File: config.mk
export PLATFORM = sky130hd
export DESIGN_NAME = sdes_fk_pipe
export DESIGN_NICKNAME = d
export VERILOG_FILES = /design/src/rtl/sdes_fk_pipe.sv
export SDC_FILE = /design/constraint.sdc
export NUM_CORES = 1
export LEC_CHECK = 0
export ABC_CLOCK_PERIOD_IN_PS = 1700
export CAP_MARGIN = 20
export CORE_AREA = 2 2 62 64
export DETAILED_ROUTE_END_ITERATION = 10
export DIE_AREA = 0 0 64 66
export GPL_TIMING_DRIVEN = 0
export PLACE_DENSITY_LB_ADDON = 0.08
export RECOVER_POWER = 50
export SKIP_LAST_GASP = 1
export SLEW_MARGIN = 20
export SYNTH_ARGS = -nofsm -noshare
export SYNTH_HDL_FRONTEND = slang
export SYNTH_SLANG_ARGS = --single-unit
File: constraint.sdc
create_clock -name clk -period 1.7 [get_ports clk]
set_input_delay 0.425 -clock clk [delete_from_list [all_inputs] [get_ports clk]]
set_output_delay 0.425 -clock clk [all_outputs]
set_load 0.03 [all_outputs]
File: src/rtl/sdes_fk_pipe.sv
// Two-stage pipelined S-DES round function fk with valid/ready on both sides.
// Optional macro SDES_FK_SWAP_EN adds a per-word swap input that applies SW after fk.

module sdes_s1 (
    input  logic [3:0] q_in,
    output logic [1:0] q_out
);

    // S1 lookup indexed by {row, col} = {q_in[3], q_in[0], q_in[2], q_in[1]}
    always_comb begin
        q_out = 2'd0;
        case ({q_in[3], q_in[0], q_in[2], q_in[1]})
            4'd0:    q_out = 2'd0;
            4'd1:    q_out = 2'd1;
            4'd2:    q_out = 2'd2;
            4'd3:    q_out = 2'd3;
            4'd4:    q_out = 2'd2;
            4'd5:    q_out = 2'd0;
            4'd6:    q_out = 2'd1;
            4'd7:    q_out = 2'd3;
            4'd8:    q_out = 2'd3;
            4'd9:    q_out = 2'd0;
            4'd10:   q_out = 2'd1;
            4'd11:   q_out = 2'd0;
            4'd12:   q_out = 2'd2;
            4'd13:   q_out = 2'd1;
            4'd14:   q_out = 2'd0;
            4'd15:   q_out = 2'd3;
            default: q_out = 2'd0;
        endcase
    end

endmodule

module sdes_fk_pipe (
    input  logic       clk,
    input  logic       rst_n,
    input  logic       in_valid,
    output logic       in_ready,
    input  logic [7:0] din,
    input  logic [7:0] key,
`ifdef SDES_FK_SWAP_EN
    input  logic       swap,
`endif
    output logic       out_valid,
    input  logic       out_ready,
    output logic [7:0] dout
);

    function automatic logic [1:0] s0_lookup(input logic [3:0] idx);
        logic [1:0] v;
        v = 2'd0;
        case (idx)
            4'd0:    v = 2'd1;
            4'd1:    v = 2'd0;
            4'd2:    v = 2'd3;
            4'd3:    v = 2'd2;
            4'd4:    v = 2'd3;
            4'd5:    v = 2'd2;
            4'd6:    v = 2'd1;
            4'd7:    v = 2'd0;
            4'd8:    v = 2'd0;
            4'd9:    v = 2'd2;
            4'd10:   v = 2'd1;
            4'd11:   v = 2'd3;
            4'd12:   v = 2'd3;
            4'd13:   v = 2'd1;
            4'd14:   v = 2'd3;
            4'd15:   v = 2'd2;
            default: v = 2'd0;
        endcase
        return v;
    endfunction

    logic       a_valid_q, a_valid_d;
    logic [3:0] a_l_q, a_l_d;
    logic [3:0] a_r_q, a_r_d;
    logic [7:0] a_x_q, a_x_d;
    logic       a_swap_q, a_swap_d;
    logic       out_valid_q, out_valid_d;
    logic [7:0] dout_q, dout_d;

    logic       out_free_s;
    logic       accept_s;
    logic       swap_s;
    logic [7:0] ep_s;
    logic [1:0] s0_s;
    logic [1:0] s1_s;
    logic [3:0] sbox_s;
    logic [3:0] p4_s;
    logic [7:0] fk_s;

`ifdef SDES_FK_SWAP_EN
    assign swap_s = swap;
`else
    assign swap_s = 1'b0;
`endif

    sdes_s1 u_s1 (
        .q_in  (a_x_q[3:0]),
        .q_out (s1_s)
    );

    // Handshake, expansion/key mix ahead of stage A, and round result from stage A
    always_comb begin
        out_free_s = !out_valid_q || out_ready;
        in_ready   = !a_valid_q || out_free_s;
        accept_s   = in_valid && in_ready;

        ep_s   = {din[0], din[3], din[2], din[1], din[2], din[1], din[0], din[3]};
        s0_s   = s0_lookup({a_x_q[7], a_x_q[4], a_x_q[6], a_x_q[5]});
        sbox_s = {s0_s, s1_s};
        p4_s   = {sbox_s[2], sbox_s[0], sbox_s[1], sbox_s[3]};
        if (a_swap_q) begin
            fk_s = {a_r_q, a_l_q ^ p4_s};
        end else begin
            fk_s = {a_l_q ^ p4_s, a_r_q};
        end

        a_valid_d = accept_s || (a_valid_q && !out_free_s);
        if (accept_s) begin
            a_l_d    = din[7:4];
            a_r_d    = din[3:0];
            a_x_d    = ep_s ^ key;
            a_swap_d = swap_s;
        end else begin
            a_l_d    = a_l_q;
            a_r_d    = a_r_q;
            a_x_d    = a_x_q;
            a_swap_d = a_swap_q;
        end

        // Output register reloads whenever it is empty or its word is leaving
        if (out_free_s) begin
            out_valid_d = a_valid_q;
            dout_d      = a_valid_q ? fk_s : dout_q;
        end else begin
            out_valid_d = out_valid_q;
            dout_d      = dout_q;
        end
    end

    // Pipeline state; reset discards any in-flight words
    always_ff @(posedge clk or negedge rst_n) begin
        if (!rst_n) begin
            a_valid_q   <= 1'b0;
            a_l_q       <= 4'h0;
            a_r_q       <= 4'h0;
            a_x_q       <= 8'h00;
            a_swap_q    <= 1'b0;
            out_valid_q <= 1'b0;
            dout_q      <= 8'h00;
        end else begin
            a_valid_q   <= a_valid_d;
            a_l_q       <= a_l_d;
            a_r_q       <= a_r_d;
            a_x_q       <= a_x_d;
            a_swap_q    <= a_swap_d;
            out_valid_q <= out_valid_d;
            dout_q      <= dout_d;
        end
    end

    assign out_valid = out_valid_q;
    assign dout      = dout_q;

endmodule

==> run_results.csv <==
group,metric,value,unit
sta,timing.fmax,0.648,GHz
place,dp.cells,177,
sta,finalSetupViolCount,0,
clock_network,cts-hold-fix-buffers,0,
global_route,grt_usage,12.1,%
place,dp_hpwl,1.65,mm
power_and_ir_drop,combPwrFrac,30.4,%
yosys,yosysWarningCount,0,
detailed_routing,drc,0,
final_layout,stdcell_count,182,
clock_network,cts_made_buffers,3,
sta,rsz0062_at_grt,"no",
yosys,syn_nets,121,
final_layout,drive_above_1_share,18.7,%
global_route,grt_pass1_vias,831,
power_and_ir_drop,swShare,31.3,%
worst_setup_path,cp_slowest_stage_delay,0.40,ns
floorplanning,core,3550,sq um
worst_setup_path,critPathArrivalTime,1.12,ns
power_and_ir_drop,power_frac_clock,23.6,%
yosys,ys_seq_elements,26,
final_layout,seqCellArea,652,sq um
worst_setup_path,end_kind,"output port",
sta,setup_slack,0.156,ns
yosys,yosysTopAreaCell,"dfrtp_1",
detailed_routing,wl_per_cell,12.0,um
yosys,synth_cell_types,21,
worst_setup_path,crit_fanout,3,
detailed_routing,via_per_inst,4.51,
worst_setup_path,required,1.27,ns
power_and_ir_drop,ir_worst_vdd,0.000483,V
worst_setup_path,worstRegToRegCells,4,
clock_network,cts_root_buffer,"clkbuf_4",
detailed_routing,vias,821,
sta,worst_pin_slew,1.36,ns
yosys,synth.avg_cell_area,11.8,sq um
worst_setup_path,path_delay_family,"flip-flops",
detailed_routing,first_pass_iters,2,
final_layout,most-common-layout-cells,"25 x dfrtp_1, 17 x clkdlybuf4s50_1, 14 x mux2_2",
sta,tns,0,ns
clock_network,insertion_delay,0.32,ns
global_route,grt_max_degree,27,
worst_setup_path,worst-path-buf-inv,1,
global_route,antenna_found_initial,0,
final_layout,n_antenna_cell,0,
final_layout,final_common_cell,"dfrtp_1",
yosys,yosysSeqAreaShare,55.1,%
hold_path,hp-class,"input port to async pin",
floorplanning,die-width,64,um
clock_network,h-tree-depth,1,
power_and_ir_drop,intPower,0.00123,W
global_route,grt_pass1_wl,3.83,mm
flow_run,maxCapViolations,0,
floorplanning,dieArea,4220,sq um
power_and_ir_drop,power,0.00179,W
power_and_ir_drop,power_density,1140,nW/um^2
sta,layout_worst_path_cycle_share,90.8,%
yosys,synth.cell_area,1180,sq um
detailed_routing,drt_iter0_markers,24,
final_layout,multi_input_area,503,sq um
worst_setup_path,cp_cell_sequence,"dlygate4sd2_1",
final_layout,layout.nets,156,
floorplanning,ios,30,
sta,period_needed,1.54,ns
floorplanning,start_util,33.3,%
worst_setup_path,cp.depth,1,
run_status,status,"completed",
sta,hold_viol,0,
sta,slew_headroom,9.48,%
floorplanning,die-height,66,um
yosys,syn-instance-count,100,
floorplanning,std_cell_rows,22,
sta,skew,0.00810,ns
power_and_ir_drop,pwr-share-seq,46.0,%
power_and_ir_drop,cellLeakagePower,0.688,nW
final_layout,fin_util,44.4,%
final_layout,fill_cells,371,
detailed_routing,drtAntennaViolNets,0,
place,io_buffers,29,
final_layout,areaGrowthSynthToFinish,33.5,%
power_and_ir_drop,switchingPower,0.000561,W
yosys,synthTopCellsByArea,"dfrtp_1 55%, mux2_2 13%, xnor2_1 5.2%",
clock_network,clkTransAtPathRegs,0.14,ns
detailed_routing,drt-total-wl,2.18,mm
global_route,grt.overflow.total,0,
clock_network,clock_path_buffers,2,
worst_setup_path,worst_setup_path_start_kind,"flop",
place,post-place-ws,-0.474,ns
worst_setup_path,slowest_stage,"dfrtp_2",
clock_network,cts_tree,"built",
yosys,yosysTopAreaCellShare,55.1,%
clock_network,clkSinkCount,26,
sta,finalMaxSlewViolations,0,
place,gp_congestion,0.680,
worst_setup_path,critical_path_class,"flop to output port",
## power groups by stage
| stage | clock (W) | combinational (W) | sequential (W) |
|---|---|---|---|
| 2_1_floorplan | 0 | 0.000235 | 0.000958 |
| 3_3_place_gp | 0 | 0.000595 | 0.000836 |
| 3_5_place_dp | 0 | 0.000600 | 0.000843 |
| 4_1_cts | 0.000439 | 0.000555 | 0.000828 |
| 5_1_grt | 0.000464 | 0.000603 | 0.000849 |
| 6_report | 0.000422 | 0.000545 | 0.000825 |
## per-layer routing
metal | track usage [%] | vias to the layer above | part of all wire [%]
met5 | 0 | - | 0
met4 | 5.71 | 0 | 0.78
met3 | 3.41 | 2 | 6.0
met2 | 20.1 | 19 | 48
met1 | 14.4 | 393 | 45
li1 | - | 407 | -
## cell families after synthesis
logic type               Yosys count  synth area share (%)
multiplexers                      14                  13.3
adder cells (fa/ha/maj)            1                  1.06
XOR/XNOR                          13                  9.64
buffers and inverters              5                  2.12
flip-flops                        26                  55.1
AO/OA/AOI/OAI                     17                  8.69
AND/OR/NAND/NOR                   24                  10.1
## Yosys cell counts
| library cell | number |
|---|---|
| inv_1 | 2 |
| ha_1 | 1 |
| o21ai_2 | 1 |
| o211ai_1 | 1 |
| nand2b_1 | 4 |
| o21ai_0 | 10 |
| nor2_1 | 3 |
| o221ai_1 | 1 |
| xor2_1 | 6 |
| xnor2_1 | 7 |
| dfrtp_1 | 26 |
| a21bo_1 | 1 |
| a21oi_1 | 2 |
| nand4b_1 | 1 |
| nand3b_1 | 3 |
| nand2_1 | 12 |
| mux2_2 | 14 |
| buf_4 | 1 |
| nand2_2 | 1 |
| a22oi_1 | 1 |
| buf_2 | 2 |
## final timing paths
kind / from / slack (ns) / endpoint
worst max-delay path: out_valid / 0.16 / out_valid
worst min-delay path: rst_n / 0.37 / a_l_q[3]
worst max register to register: out_valid / 0.21 / a_l_q[1]
worst min register to register: dout[5] / 0.49 / dout[5]
max in group asynchronous: rst_n / 0.45 / out_valid
min in group clk: out_ready / 0.38 / out_valid
## cell type report
type | count | area share (%)
buffer | 3 | 1.11
clock buffer | 3 | 1.43
clock inverter | 1 | 1.90
inverter | 2 | 0.476
multi-input combinational | 69 | 31.9
sequential | 26 | 41.3
tap | 48 | 3.81
timing repair buffer | 30 | 18.0
## sequential cells by signal (all words and copies together), names as in the netlist
| name | flops |
|---|---|
| a_r_q | 4 |
| a_valid_q | 1 |
| a_l_q | 4 |
| dout | 8 |
| out_valid | 1 |
| a_x_q | 8 |
## per-stage QoR
step / cell area [sq um] / hold slack [ns]
2_1_floorplan: 1180 / 0.129
3_3_place_gp: 1530 / 0.461
3_5_place_dp: 1530 / 0.464
4_1_cts: 1570 / 0.0847
5_1_grt: 1580 / 0.402
6_report: 1580 / 0.374
## what timing repair did
item	4_1_cts	5_1_grt
gates resized for setup	12	6
setup buffers	0	1
setup endpoints to repair	10	1
endpoints found under the hold margin	0	0
Note: power is estimated with default switching activity, not from simulation.
